### src/rtl/cap_xfer_seq.sv
// cap_xfer_seq: expands one opclass-4 capability load/store into a 10-word record of memory beats.
// Build option AMBER_CAP_RSV_CHECK_EN clears the loaded tag when reserved record bits are non-zero.
module cap_xfer_seq #(
    parameter int ADDR_W    = 24,
    parameter int REC_WORDS = 10
) (
    input  logic              iw_clk,
    input  logic              iw_rst,
    input  logic              iw_req_valid,
    output logic              ow_req_ready,
    input  logic              iw_req_store,
    input  logic [ADDR_W-1:0] iw_req_addr,
    input  logic [1:0]        iw_req_cr_idx,
    input  logic [47:0]       iw_win_base,
    input  logic [47:0]       iw_win_len,
    input  logic [47:0]       iw_src_base,
    input  logic [47:0]       iw_src_len,
    input  logic [47:0]       iw_src_cur,
    input  logic [23:0]       iw_src_perms,
    input  logic [23:0]       iw_src_attr,
    input  logic              iw_src_tag,
    input  logic              iw_flush,
    output logic              ow_busy,
    output logic [ADDR_W-1:0] ow_mem_addr,
    output logic              ow_mem_re,
    output logic              ow_mem_we,
    output logic [23:0]       ow_mem_wdata,
    input  logic [23:0]       iw_mem_rdata,
    output logic              ow_cr_we,
    output logic [1:0]        ow_cr_idx,
    output logic [47:0]       ow_cap_base,
    output logic [47:0]       ow_cap_len,
    output logic [47:0]       ow_cap_cur,
    output logic [23:0]       ow_cap_perms,
    output logic [23:0]       ow_cap_attr,
    output logic              ow_cap_tag,
    output logic              ow_done,
    output logic              ow_fault
);

    typedef enum logic [2:0] {IDLE, LD, LD_TAIL, ST, DONE, FAULT} state_t;

    state_t              state_q, state_d;
    logic [3:0]          beat_q;
    logic                last_beat, accept, oob;
    logic [48:0]         rec_lo, rec_hi, win_lo, win_hi;
    logic                st_q;
    logic [ADDR_W-1:0]   addr_q;
    logic [1:0]          idx_q;
    logic [47:0]         src_base_q, src_len_q, src_cur_q;
    logic [23:0]         src_perms_q, src_attr_q;
    logic                src_tag_q;
    logic [23:0]         st_word;
    logic [7:0][23:0]    ld_w_q;
    logic                w8_tag_q;
`ifdef AMBER_CAP_RSV_CHECK_EN
    logic                w8_rsv_q;
`endif

    assign last_beat = beat_q == 4'(REC_WORDS - 1);
    assign accept    = iw_req_valid & ow_req_ready;

    // Window check in 49 bits so base + len and addr + 10 cannot wrap
    always_comb begin
        rec_lo = 49'(iw_req_addr);
        rec_hi = rec_lo + 49'(REC_WORDS);
        win_lo = {1'b0, iw_win_base};
        win_hi = win_lo + {1'b0, iw_win_len};
        oob    = (rec_lo < win_lo) || (rec_hi > win_hi);
    end

    always_ff @(posedge iw_clk or posedge iw_rst) begin
        if (iw_rst) begin
            state_q <= IDLE;
            beat_q  <= '0;
        end else begin
            state_q <= state_d;
            beat_q  <= ((state_q == LD || state_q == ST) && state_d == state_q) ? beat_q + 4'd1 : 4'd0;
        end
    end

    always_comb begin
        state_d = state_q;
        case (state_q)
            IDLE:    state_d = accept ? (oob ? FAULT : (iw_req_store ? ST : LD)) : IDLE;
            LD:      state_d = last_beat ? LD_TAIL : LD;
            LD_TAIL: state_d = DONE;
            ST:      state_d = last_beat ? DONE : ST;
            DONE:    state_d = IDLE;
            FAULT:   state_d = IDLE;
            default: state_d = IDLE;
        endcase
        if (iw_flush && state_q != IDLE)
            state_d = IDLE;
    end

    always_comb begin
        case (beat_q)
            4'd0:    st_word = src_base_q[23:0];
            4'd1:    st_word = src_base_q[47:24];
            4'd2:    st_word = src_len_q[23:0];
            4'd3:    st_word = src_len_q[47:24];
            4'd4:    st_word = src_cur_q[23:0];
            4'd5:    st_word = src_cur_q[47:24];
            4'd6:    st_word = src_perms_q;
            4'd7:    st_word = src_attr_q;
            4'd8:    st_word = {23'd0, src_tag_q};
            default: st_word = '0;
        endcase
    end

    // A flush in the current cycle suppresses that cycle's strobes and pulses
    always_comb begin
        ow_req_ready = (state_q == IDLE) & ~iw_flush;
        ow_busy      = state_q != IDLE;
        ow_mem_re    = (state_q == LD) & ~iw_flush;
        ow_mem_we    = (state_q == ST) & ~iw_flush;
        ow_mem_addr  = (state_q == LD || state_q == ST) ? addr_q + ADDR_W'(beat_q) : '0;
        ow_mem_wdata = ow_mem_we ? st_word : '0;
        ow_done      = (state_q == DONE) & ~iw_flush;
        ow_cr_we     = ow_done & ~st_q;
        ow_cr_idx    = ow_cr_we ? idx_q : 2'd0;
        ow_fault     = (state_q == FAULT) & ~iw_flush;
    end

    always_ff @(posedge iw_clk or posedge iw_rst) begin
        if (iw_rst) begin
            st_q        <= 1'b0;
            addr_q      <= '0;
            idx_q       <= '0;
            src_base_q  <= '0;
            src_len_q   <= '0;
            src_cur_q   <= '0;
            src_perms_q <= '0;
            src_attr_q  <= '0;
            src_tag_q   <= 1'b0;
        end else if (accept) begin
            st_q        <= iw_req_store;
            addr_q      <= iw_req_addr;
            idx_q       <= iw_req_cr_idx;
            src_base_q  <= iw_src_base;
            src_len_q   <= iw_src_len;
            src_cur_q   <= iw_src_cur;
            src_perms_q <= iw_src_perms;
            src_attr_q  <= iw_src_attr;
            src_tag_q   <= iw_src_tag;
        end
    end

    // Words 0..7 shift into a staging line; word 8 keeps only tag/reserved info; word 9 is consumed live in LD_TAIL
    always_ff @(posedge iw_clk or posedge iw_rst) begin
        if (iw_rst) begin
            ld_w_q       <= '0;
            w8_tag_q     <= 1'b0;
`ifdef AMBER_CAP_RSV_CHECK_EN
            w8_rsv_q     <= 1'b0;
`endif
            ow_cap_base  <= '0;
            ow_cap_len   <= '0;
            ow_cap_cur   <= '0;
            ow_cap_perms <= '0;
            ow_cap_attr  <= '0;
            ow_cap_tag   <= 1'b0;
        end else begin
            if (state_q == LD && beat_q != 4'd0) begin
                if (last_beat) begin
                    w8_tag_q <= iw_mem_rdata[0];
`ifdef AMBER_CAP_RSV_CHECK_EN
                    w8_rsv_q <= |iw_mem_rdata[23:1];
`endif
                end else begin
                    ld_w_q <= {iw_mem_rdata, ld_w_q[7:1]};
                end
            end
            if (state_q == LD_TAIL && !iw_flush) begin
                ow_cap_base  <= {ld_w_q[1], ld_w_q[0]};
                ow_cap_len   <= {ld_w_q[3], ld_w_q[2]};
                ow_cap_cur   <= {ld_w_q[5], ld_w_q[4]};
                ow_cap_perms <= ld_w_q[6];
                ow_cap_attr  <= ld_w_q[7];
`ifdef AMBER_CAP_RSV_CHECK_EN
                ow_cap_tag   <= w8_tag_q & ~w8_rsv_q & ~|iw_mem_rdata;
`else
                ow_cap_tag   <= w8_tag_q;
`endif
            end
        end
    end

endmodule

### config.mk
export PLATFORM = sky130hd
export DESIGN_NAME = cap_xfer_seq
export DESIGN_NICKNAME = d
export VERILOG_FILES = /design/src/rtl/cap_xfer_seq.sv
export SDC_FILE = /design/constraint.sdc
export NUM_CORES = 1
export LEC_CHECK = 0
export ABC_AREA = 1
export BUFFER_PORTS_ARGS = -buffer_cell sky130_fd_sc_hd__buf_2
export CORE_ASPECT_RATIO = 1.25
export CORE_MARGIN = 2
export CORE_UTILIZATION = 34
export CTS_CLUSTER_DIAMETER = 200
export DETAILED_ROUTE_END_ITERATION = 12
export PLACE_DENSITY_LB_ADDON = 0.1
export SLEW_MARGIN = 15
export SYNTH_ARGS = -nofsm -noshare
export SYNTH_HDL_FRONTEND = slang
export SYNTH_SLANG_ARGS = --single-unit
export TNS_END_PERCENT = 20
### constraint.sdc
create_clock -name iw_clk -period 50.6 [get_ports iw_clk]
set_clock_uncertainty 0.2 [all_clocks]
set_input_delay 0 -clock iw_clk [delete_from_list [all_inputs] [get_ports iw_clk]]
set_output_delay 0 -clock iw_clk [all_outputs]
set_load 0.1 [all_outputs]
After elaboration in Yosys (flattened, before gate mapping)
Index checks and enable logic that the tools add are counted.
{"block": "classes", "addsub": 4, "mul": 0, "div_mod_pow": 0, "order_cmp": 2, "n_eq_ne": 15, "n_shift": 0, "muxes": 12, "n_bitwise": 10, "n_reduce_logical": 13}
{"operator": "24-bit one-hot mux with 9 select lines", "n": 1}
{"operator": "48-bit by 48-bit adder with 49-bit output", "n": 1}
{"operator": "25-bit by 49-bit greater-than comparator with 1-bit output", "n": 1}
{"operator": "24-bit by 48-bit < comparator with 1-bit output", "n": 1}
{"operator": "24-bit two-way mux", "n": 2}
{"operator": "24-bit by 4-bit adder with 25-bit output (second input constant)", "n": 1}
{"operator": "24-bit by 4-bit adder with 24-bit output", "n": 1}
{"operator": "4-bit by 3-bit equality test with 1-bit output (second input constant)", "n": 4}
{"operator": "3-bit two-way mux", "n": 4}
{"operator": "3-bit one-hot mux with 4 select lines", "n": 1}
{"operator": "4-bit by 2-bit equality test with 1-bit output (second input constant)", "n": 2}
{"operator": "4-bit equality test (second input constant)", "n": 2}
{"operator": "1-bit AND", "n": 7}
{"operator": "3-bit by 2-bit equality test with 1-bit output (second input constant)", "n": 2}
{"operator": "3-bit equality test (second input constant)", "n": 2}
{"operator": "2-bit two-way mux", "n": 3}
{"operator": "4-bit by 1-bit adder with 4-bit output (second input constant)", "n": 1}
{"operator": "4-bit by 1-bit equality test with 1-bit output (second input constant)", "n": 1}
{"operator": "1-bit logical AND", "n": 4}
{"operator": "4-bit logical NOT", "n": 1}
{"operator": "4-bit two-way mux", "n": 1}
{"operator": "2-bit AND reduction", "n": 2}
{"operator": "4-bit nonzero test", "n": 1}
{"operator": "3-bit by 1-bit equality test with 1-bit output (second input constant)", "n": 1}
{"operator": "other kinds (6)", "n": 9}
{"block": "totals", "regBits": 613, "latchBits": 0, "ramBits": 0, "mem_bits_ro": 0, "input_bits": 344, "output_inout_bits": 250, "wordCells": 82, "mem_count": 0}

Depth between registers and ports, before layout
Gate-level depths: netlist (run 1).
{"block": "logic_depth", "ltp_word": 10, "depth_mapped": 29, "ltp_nobuf": 29}

Worst setup path before layout (run 1)
No wires, ideal clock.
{"block": "synth_path", "path_type": "register to output", "start": "reg state_q[1]", "end": "out ow_cr_idx[0]", "arrival_time_ns": 4.178, "t_required_ns": 50.400, "setup_slack_ns": 46.222, "path_stages_with_launch": 4, "n_path_buf": 0, "cell_sequence": "dfrtp_1 nor3_1 nand2_1 nor2_1"}
{"block": "synth_between", "elab_chain_cells": 4}
{"element": "start: declaration", "line_no": "43", "text": "state_t state_q, state_d;"}
{"element": "start signal: assignment", "line_no": "77", "text": "state_q <= state_d;"}
{"element": "3-bit equality test", "line_no": "120", "text": "ow_done = (state_q == DONE) & ~iw_flush;"}
{"element": "1-bit AND", "line_no": "120"}
{"element": "named net ow_done", "line_no": "37", "text": "output logic ow_done,"}
{"element": "1-bit AND", "line_no": "121", "text": "ow_cr_we = ow_done & ~st_q;"}
{"element": "2-bit two-way mux", "line_no": "122", "text": "ow_cr_idx = ow_cr_we ? idx_q : 2'd0;"}
{"element": "end: declaration", "line_no": "30", "text": "output logic [1:0] ow_cr_idx,"}
The timed path passes the listed nets, and every way through them passes these cells.

Final worst setup path (run 1)
{"block": "layout_path", "start": "in iw_req_addr[2]", "end": "reg state_q[1]"}
{"block": "layout_between", "elab_chain_cells": 7, "elab_cells_between_ends": 8, "classes_between": "add/sub: 1; order compare: 2; mux: 4; reduce/logical: 1"}
{"element": "start: declaration", "line_no": "12", "text": "input logic [ADDR_W-1:0] iw_req_addr,"}
{"element": "24-bit by 4-bit adder with 25-bit output", "line_no": "66", "text": "rec_hi = rec_lo + 49'(REC_WORDS);"}
{"element": "25-bit by 49-bit greater-than comparator with 1-bit output", "line_no": "69", "text": "oob = (rec_lo < win_lo) || (rec_hi > win_hi);"}
{"element": "1-bit logical OR (*)", "line_no": "69"}
{"element": "3-bit two-way mux (*) (2 in series)", "line_no": "85", "text": "IDLE: state_d = accept ? (oob ? FAULT : (iw_req_store ? ST : LD)) : IDLE;"}
{"element": "3-bit one-hot mux with 4 select lines (*)", "line_no": "84", "text": "case (state_q)"}
{"element": "3-bit two-way mux (*)", "line_no": "93", "text": "if (iw_flush && state_q != IDLE)"}
{"element": "named net state_d[1]", "line_no": "43"}
The timed path passes the listed nets; every way through them passes the cells marked *.
A chain may end at the register's enable or synchronous reset.

==> summary.md, run 1 <==
| Metric | Value |
|---|---|
| Worst Setup Start Kind | `input port` |
| Cell repeated most along the worst path | `nor2_1` |
| Peak Freq | `between 0.2 and 0.25 GHz` |
| Slew Viols, Final | `0` |
| WL final | `between 100 and 150 mm` |
| Input/output buffers | `a little under 600` |
| CP Capture Type | `flop` |
| Critical Path Fanout Max | `4` |
| Relative slew slack | `0.311` |
| Fin. Hold Viols | `0` |
| CTS tree | `done` |
| Starting Density | `0.344` |
| Launching point of the worst reg2reg path | `beat_q[1]` |
| RR Endpoint | `ld_w_q[130]` |
| IO Pins | `about 590` |
| Synth Area in XOR/XNOR | `0.0127` |
| Die ar. | `about 0.092 sq mm` |
| Core Area | `slightly below 0.09 sq mm` |
| Fill count | `slightly below 9000` |
| Initial DRC count | `2111` |
| Master of the slowest instance on the critical path | `dlygate4sd3_1` |
| Clk slew on worst S/H paths | `about 0.060 ns` |
| First-pass GRT wire length | `between 150 and 200 mm` |
| Post-synth top flop | `dfrtp_1` |
| Avg WL per Cell | `~18 microns` |
| CTS Buf Count | `70` |
| Fin nets | `about 5400` |
| Vias in the first global route | `28900` |
| Post-route minimum period | `4.25 ns` |
| Hold path depth | `4` |
| Pwr dens | `around 40 mW/mm^2` |
| TritonCTS Sinks | `613` |
| H-tree depth | `3` |
| Layout area overhead | `37.8%` |
| Total Power | `between 1500 and 2000 uW` |
| Final setup vio count | `0` |
| Leakage power | `~0.022 uW` |
| WP data arrival | `4.59 ns` |
| Worst-Margin Slew | `1.03 ns` |
| Largest net degree at the start of global routing | `around 240` |
| Sequential share of the synthesized area | `0.504` |
| Hold EP | `src_perms_q[2]` |
| Layout cells sized above 1 | `0.166` |
| Via/cell ratio | `around 4.6` |
| Most frequent cells in the layout | `nand2_1, dfrtp_1, buf_2` |
| Gpl congestion | `between 0.9 and 1` |
| Initial antenna violation count | `16` |
| Crit path kind | `in -> reg` |
| Fin crit share | `0.0839` |
| Syn. warnings | `0` |
| Status | `completed` |
| Crit path largest cell delay | `between 0.5 and 0.6 ns` |
| Worst vdd ir | `roughly 28 uV` |
| Worst-Skew Late Latency | `0.62 ns` |
| Synth Area in Compound Gates | `0.110` |
| Clk buf depth | `3` |
| FF-to-FF setup slack | `approximately 46 ns` |
| Post-Synth Simple-Gate Area | `0.237` |
| Number of max-cap violations | `0` |
| Mapped Nets | `around 4300` |
| DRT Pass-1 Iters | `6` |
| Register bit total from synthesis | `613` |
| Via count | `around 29000` |
| Commonest non-fill, non-tap cell in the layout | `nand2_1` |
| Synth async-reset ratio | `1.00` |
| Synth unique cells | `47` |
| Cell Area, Synth | `approximately 0.030 sq mm` |
| Number of flops mapped to enable cells by yosys | `0` |
| Die Wd | `about 270 microns` |
| TNS Setup | `0 ns` |
| Proportion of synthesized area in mux cells | `0.00889` |
| Hold/Removal Path Class | `in -> reg` |
| Mean Syn Cell Area | `just under 8 sq um` |
| CTS root buf | `clkbuf_16` |
| Syn Inst Count | `just under 4000` |
| Worst EP required | `a little over 50 ns` |
| Post-detailed-route count of antenna-violating nets | `0` |
| RSZ-0062 raised after global routing | `no` |
| Reg2Reg Depth | `10` |
| GRT Util Overall | `0.236` |
| Synth Area in Adders | `0.0445` |
| # Post-CTS Setup Buffers | `0` |
| Die Span Y | `338 microns` |
| Largest family of logic cells by synthesized area | `simple AND/OR/NAND/NOR gates` |
| DRC | `0` |
| Gr ovfl total | `0` |
| Row cnt | `between 100 and 150` |
| Final HPWL DP | `~78 mm` |
| Critical hold path startpoint | `iw_src_perms[2]` |
## per-stage QoR
stage | hold WS, ns | setup slack (ns) | instances | util | cell area, sq um
after floorplan | -0.0904 | 33.24 | 3869 | - | 30400
after CTS | 0.000411 | 46.31 | 6135 | 0.473 | 41900
final | 0.0292 | 46.35 | 6152 | 0.473 | 41900
after global routing | 0.0115 | 45.86 | 6149 | 0.473 | 41900
after detailed placement | -0.000403 | 46.34 | 5517 | 0.390 | 34500
after global placement | -0.00305 | 46.38 | 5517 | 0.390 | 34500
## worst max-delay path by stage
stage | startpoint | to | slack, ns | depth (start not counted)
2_1_floorplan | iw_rst | addr_q[0] | 33.24 | 1
3_3_place_gp | beat_q[1] | ld_w_q[103] | 46.38 | 10
3_5_place_dp | beat_q[1] | ld_w_q[130] | 46.34 | 10
4_1_cts | iw_req_addr[2] | state_q[1] | 46.31 | 31
5_1_grt | iw_req_addr[2] | state_q[1] | 45.86 | 31
6_report | iw_req_addr[2] | state_q[1] | 46.35 | 31
## logic make-up after synthesis
group           count (synthesis)
buf+inv                       657
compound gates                624
fa+ha+maj                     107
mux                            24
flops                         613
xor+xnor                       44
simple gates                 1800
## metal layers
metal / vias to the layer above / part of all wire / track usage
li1: 14300 / - / -
met1: 13300 / 0.44 / 0.307
met2: 815 / 0.47 / 0.396
met3: 194 / 0.056 / 0.0421
met4: 2 / 0.031 / 0.0798
met5: - / 0.00013 / 0
## synth_stat cells, types with 2 or more instances
| library cell | instances | share of area |
|---|---|---|
| xor2_1 | 22 | 0.0063 |
| nand3_2 | 5 | 0.0016 |
| buf_2 | 30 | 0.0049 |
| o211ai_1 | 2 | 0.00049 |
| inv_2 | 5 | 0.00062 |
| nor2_1 | 165 | 0.020 |
| mux2_2 | 24 | 0.0089 |
| o31ai_1 | 2 | 0.00049 |
| a21oi_1 | 118 | 0.019 |
| o21bai_1 | 9 | 0.0022 |
| clkbuf_1 | 103 | 0.013 |
| buf_1 | 14 | 0.0017 |
| a22o_1 | 2 | 0.00058 |
| nor4_1 | 12 | 0.0025 |
| ha_1 | 105 | 0.043 |
| a211oi_1 | 5 | 0.0012 |
| o21ai_0 | 430 | 0.071 |
| nand3b_1 | 5 | 0.0012 |
| nand4_1 | 23 | 0.0047 |
| o2111a_1 | 2 | 0.00074 |
| nor3_2 | 7 | 0.0023 |
| and3_1 | 5 | 0.0010 |
| a31oi_1 | 7 | 0.0014 |
| nor3_1 | 29 | 0.0048 |
| nand3_1 | 69 | 0.011 |
| xnor2_1 | 22 | 0.0063 |
| nand2_1 | 1444 | 0.18 |
| a221oi_1 | 36 | 0.010 |
| nand2_2 | 9 | 0.0019 |
| a21oi_2 | 4 | 0.0012 |
| inv_1 | 504 | 0.062 |
| dfrtp_1 | 613 | 0.50 |
| fa_1 | 2 | 0.0013 |
| nor2_2 | 20 | 0.0041 |
| o21ai_1 | 3 | 0.00049 |
## worst max-delay path, delay by kind of cell
family | cells | cell delay (ns)
buf+inv | 7 | 1.54
compound gates | 2 | 0.21
fa+ha+maj | 2 | 0.47
simple gates | 19 | 2.21
xor+xnor | 1 | 0.16
## registers in the layout (all words and copies together) (netlist names), 2 cells and up
name and cells:
ld_w_q 192, addr_q 24, src_cur_q 48, src_attr_q 24, state_q 3, idx_q 2, ow_cap_cur 48, beat_q 4
ow_cap_attr 24, src_perms_q 24, src_base_q 48, src_len_q 48, ow_cap_perms 24, ow_cap_base 48, ow_cap_len 48
## cell type report
class,count,area [sq um],area share
Multi-Input combinational cell,2599,12600,0.301
Tap cell,1178,1470,0.0352
Sequential cell,613,15300,0.366
Timing Repair Buffer,1111,8120,0.194
Inverter,509,1920,0.0459
Clock buffer,100,2050,0.0490
Clock inverter,25,373,0.00889
Antenna cell,17,42.5,0.00101
## where the power goes
group          internal (uW)  switching, uW  leakage (uW)
Combinational            157            291        0.0125
Sequential               619           75.7       0.00811
Clock                    320            217       0.00120
Total                   1100            583        0.0218
## timing repair
action / CTS / global route
gates resized for setup: 0 / 0
hold buffers: 493 / 0
hold endpoints to repair: 366 / 0
Note: power is estimated with default switching activity, not from simulation.
==> run 2, diff against run 1 <==
clock period = 4.2 ns   (was 50.6 ns; I/O delays follow)
==> summary.md, run 2 (synthesized netlist as in run 1, its figures left out) <==
| Metric | Value |
|---|---|
| Gr ovfl total | `0 (unchanged)` |
| CTS Buf Count | `70 (unchanged)` |
| Fin. Hold Viols | `0 (unchanged)` |
| Clk slew on worst S/H paths | `0.06 ns (about the same)` |
| Finished Layout Cells | `6276 (+2.0%)` |
| IO Pins | `594 (unchanged)` |
| Initial antenna violation count | `21 (+5)` |
| Worst-Margin Slew | `1.02 ns (-0.0138 ns)` |
| Worst EP required | `4.55 ns (-46.39 ns)` |
| Layout area overhead | `42.0%` |
| Worst vdd ir | `413 uV (+1400%)` |
| CTS root buf | `clkbuf_16` |
| Number of max-cap violations | `0 (unchanged)` |
| RSZ-0062 raised after global routing | `yes` |
| Relative slew slack | `0.320 (+0.00848)` |
| Fin crit share | `0.954` |
| TritonCTS Sinks | `613 (unchanged)` |
| Final HPWL DP | `80.6 mm (+2.7%)` |
| Post-detailed-route count of antenna-violating nets | `0 (unchanged)` |
| Critical Path Fanout Max | `4 (unchanged)` |
| Die ar. | `0.0919 sq mm (unchanged)` |
| Row cnt | `122 (unchanged)` |
| Crit path largest cell delay | `0.55 ns (about the same)` |
| Cell repeated most along the worst path | `nor2_1` |
| Via count | `29200 (+2.3%)` |
| Worst Setup Start Kind | `input port` |
| WP data arrival | `4.36 ns (-0.23 ns)` |
| Dpl ws | `0.567 ns (-45.77 ns)` |
| Final setup margin | `0.192 ns (-46.16 ns)` |
| H-tree depth | `3 (unchanged)` |
| Max reg flops | `192 (unchanged)` |
| Hold/Removal Path Class | `in -> reg` |
| Slew Viols, Final | `0 (unchanged)` |
| Gpl congestion | `0.918 (+1.2%)` |
| Fin nets | `5478 (+2.3%)` |
| Most frequent cells in the layout | `nand2_1, dfrtp_1, dlygate4sd3_1` |
| Status | `completed` |
| Core Area | `0.0885 sq mm (unchanged)` |
| CTS tree | `done` |
| Vias in the first global route | `29600 (+2.1%)` |
| Fill count | `8756 (-1.7%)` |
| DP Cell Count | `5528 (+0.20%)` |
| TNS Setup | `0 ns (unchanged)` |
| Avg WL per Cell | `17.9 microns (+0.24%)` |
| DRC | `0 (unchanged)` |
| Leakage power | `0.0220 uW (+1.1%)` |
| WL final | `112 mm (+2.3%)` |
| Worst hold slack | `0.0130 ns (-0.0162 ns)` |
| GRT Util Overall | `0.241 (+0.00463)` |
| Starting Density | `0.344 (unchanged)` |
| DRT Pass-1 Iters | `5 (-1)` |
| Input/output buffers | `593 (unchanged)` |
| Crit path kind | `in -> reg` |
| Post-route minimum period | `4.01 ns` |
| Die Span Y | `338 microns (unchanged)` |
| Die Wd | `272 microns (unchanged)` |
| Peak Freq | `~0.25 GHz` |
| Master of the slowest instance on the critical path | `dlygate4sd3_1` |
| Final setup vio count | `0 (unchanged)` |
| Largest net degree at the start of global routing | `144 (-40%)` |
| CP Capture Type | `flop` |
| Worst-Skew Late Latency | `0.62 ns (about the same)` |
| Via/cell ratio | `4.66 (+0.26%)` |
| Largest register by flop count | `ld_w_q` |
| Clk buf depth | `3 (unchanged)` |
| Commonest non-fill, non-tap cell in the layout | `nand2_1` |
| Pwr dens | `466 mW/mm^2 (+1100%)` |
| First-pass GRT wire length | `172 mm (+1.3%)` |
| Initial DRC count | `2033 (-3.7%)` |
| Layout cells sized above 1 | `0.162 (-0.00336)` |
-- run 2: changes by cell type in the layout (fill, tap and decap cells not counted), sizes merged, moves of 3 or more --
cell         before  now
bufinv            7    3
clkbuf          100  103
clkinvlp          1    4
diode            17   20
buf             618  629
dlygate4sd3     493  602
-- run 2: what timing repair did --
item / 4_1_cts / 5_1_grt
gates resized for setup: 0 / 10
setup endpoints to repair: 0 / 4
setup buffers: 0 / 2
hold buffers: 600 / 4
endpoints found under the hold margin: 864 / 1
-- run 2: report_power, final --
group | switching, uW | leakage (uW) | internal (uW)
registers | 924 | 0.00811 | 7460
clock network | 2590 | 0.00109 | 3480
logic | 3560 | 0.0128 | 2090
-- run 2: final cells by class --
type | instances | area, sq um | share of cell area
Sequential cell | 613 | 15300 | 0.355
Multi-Input combinational cell | 2599 | 12600 | 0.293
Timing Repair Buffer | 1234 | 9520 | 0.220
Clock buffer | 101 | 1970 | 0.0456
Inverter | 509 | 1920 | 0.0445
Tap cell | 1178 | 1470 | 0.0341
Clock inverter | 22 | 274 | 0.00635
Antenna cell | 20 | 50.0 | 0.00116
-- run 2: layer usage --
layer  up-vias  global-route usage  part of all wire
met2       823               0.399              0.47
li1      14500                   -                 -
met1     13600               0.303              0.43
met3       217              0.0539             0.063
met5         -                   0           0.00033
met4         6              0.0973             0.039
-- run 2: path summary, 6_finish.rpt --
path,endpoint,start,cells after the start,slack [ns]
min reg2reg,ow_cap_attr[18],ow_cap_attr[18],2,0.28
max reg2reg,src_base_q[42],state_q[1],10,0.57
min,ld_w_q[186],iw_mem_rdata[18],4,0.01
max,state_q[1],iw_req_addr[2],31,0.19
max in group asynchronous,addr_q[4],iw_rst,5,2.11
min in group asynchronous,ld_w_q[1],iw_rst,4,0.41
-- run 2: per-stage QoR --
step / cell area [sq um] / power (uW) / util
finish: 43200 / 20100 / 0.488
CTS: 43000 / 20200 / 0.486
global route: 43200 / 21400 / 0.488
global placement: 34800 / 13200 / 0.393
floorplan: 30400 / 11700 / -
detailed placement: 34800 / 13300 / 0.393
-- run 2: critical path, delay by kind of cell --
kind            cells  cell delay, ns
buf+inv             7            1.52
simple gates       19            2.04
fa+ha+maj           2            0.42
xor+xnor            1            0.15
compound gates      2            0.20
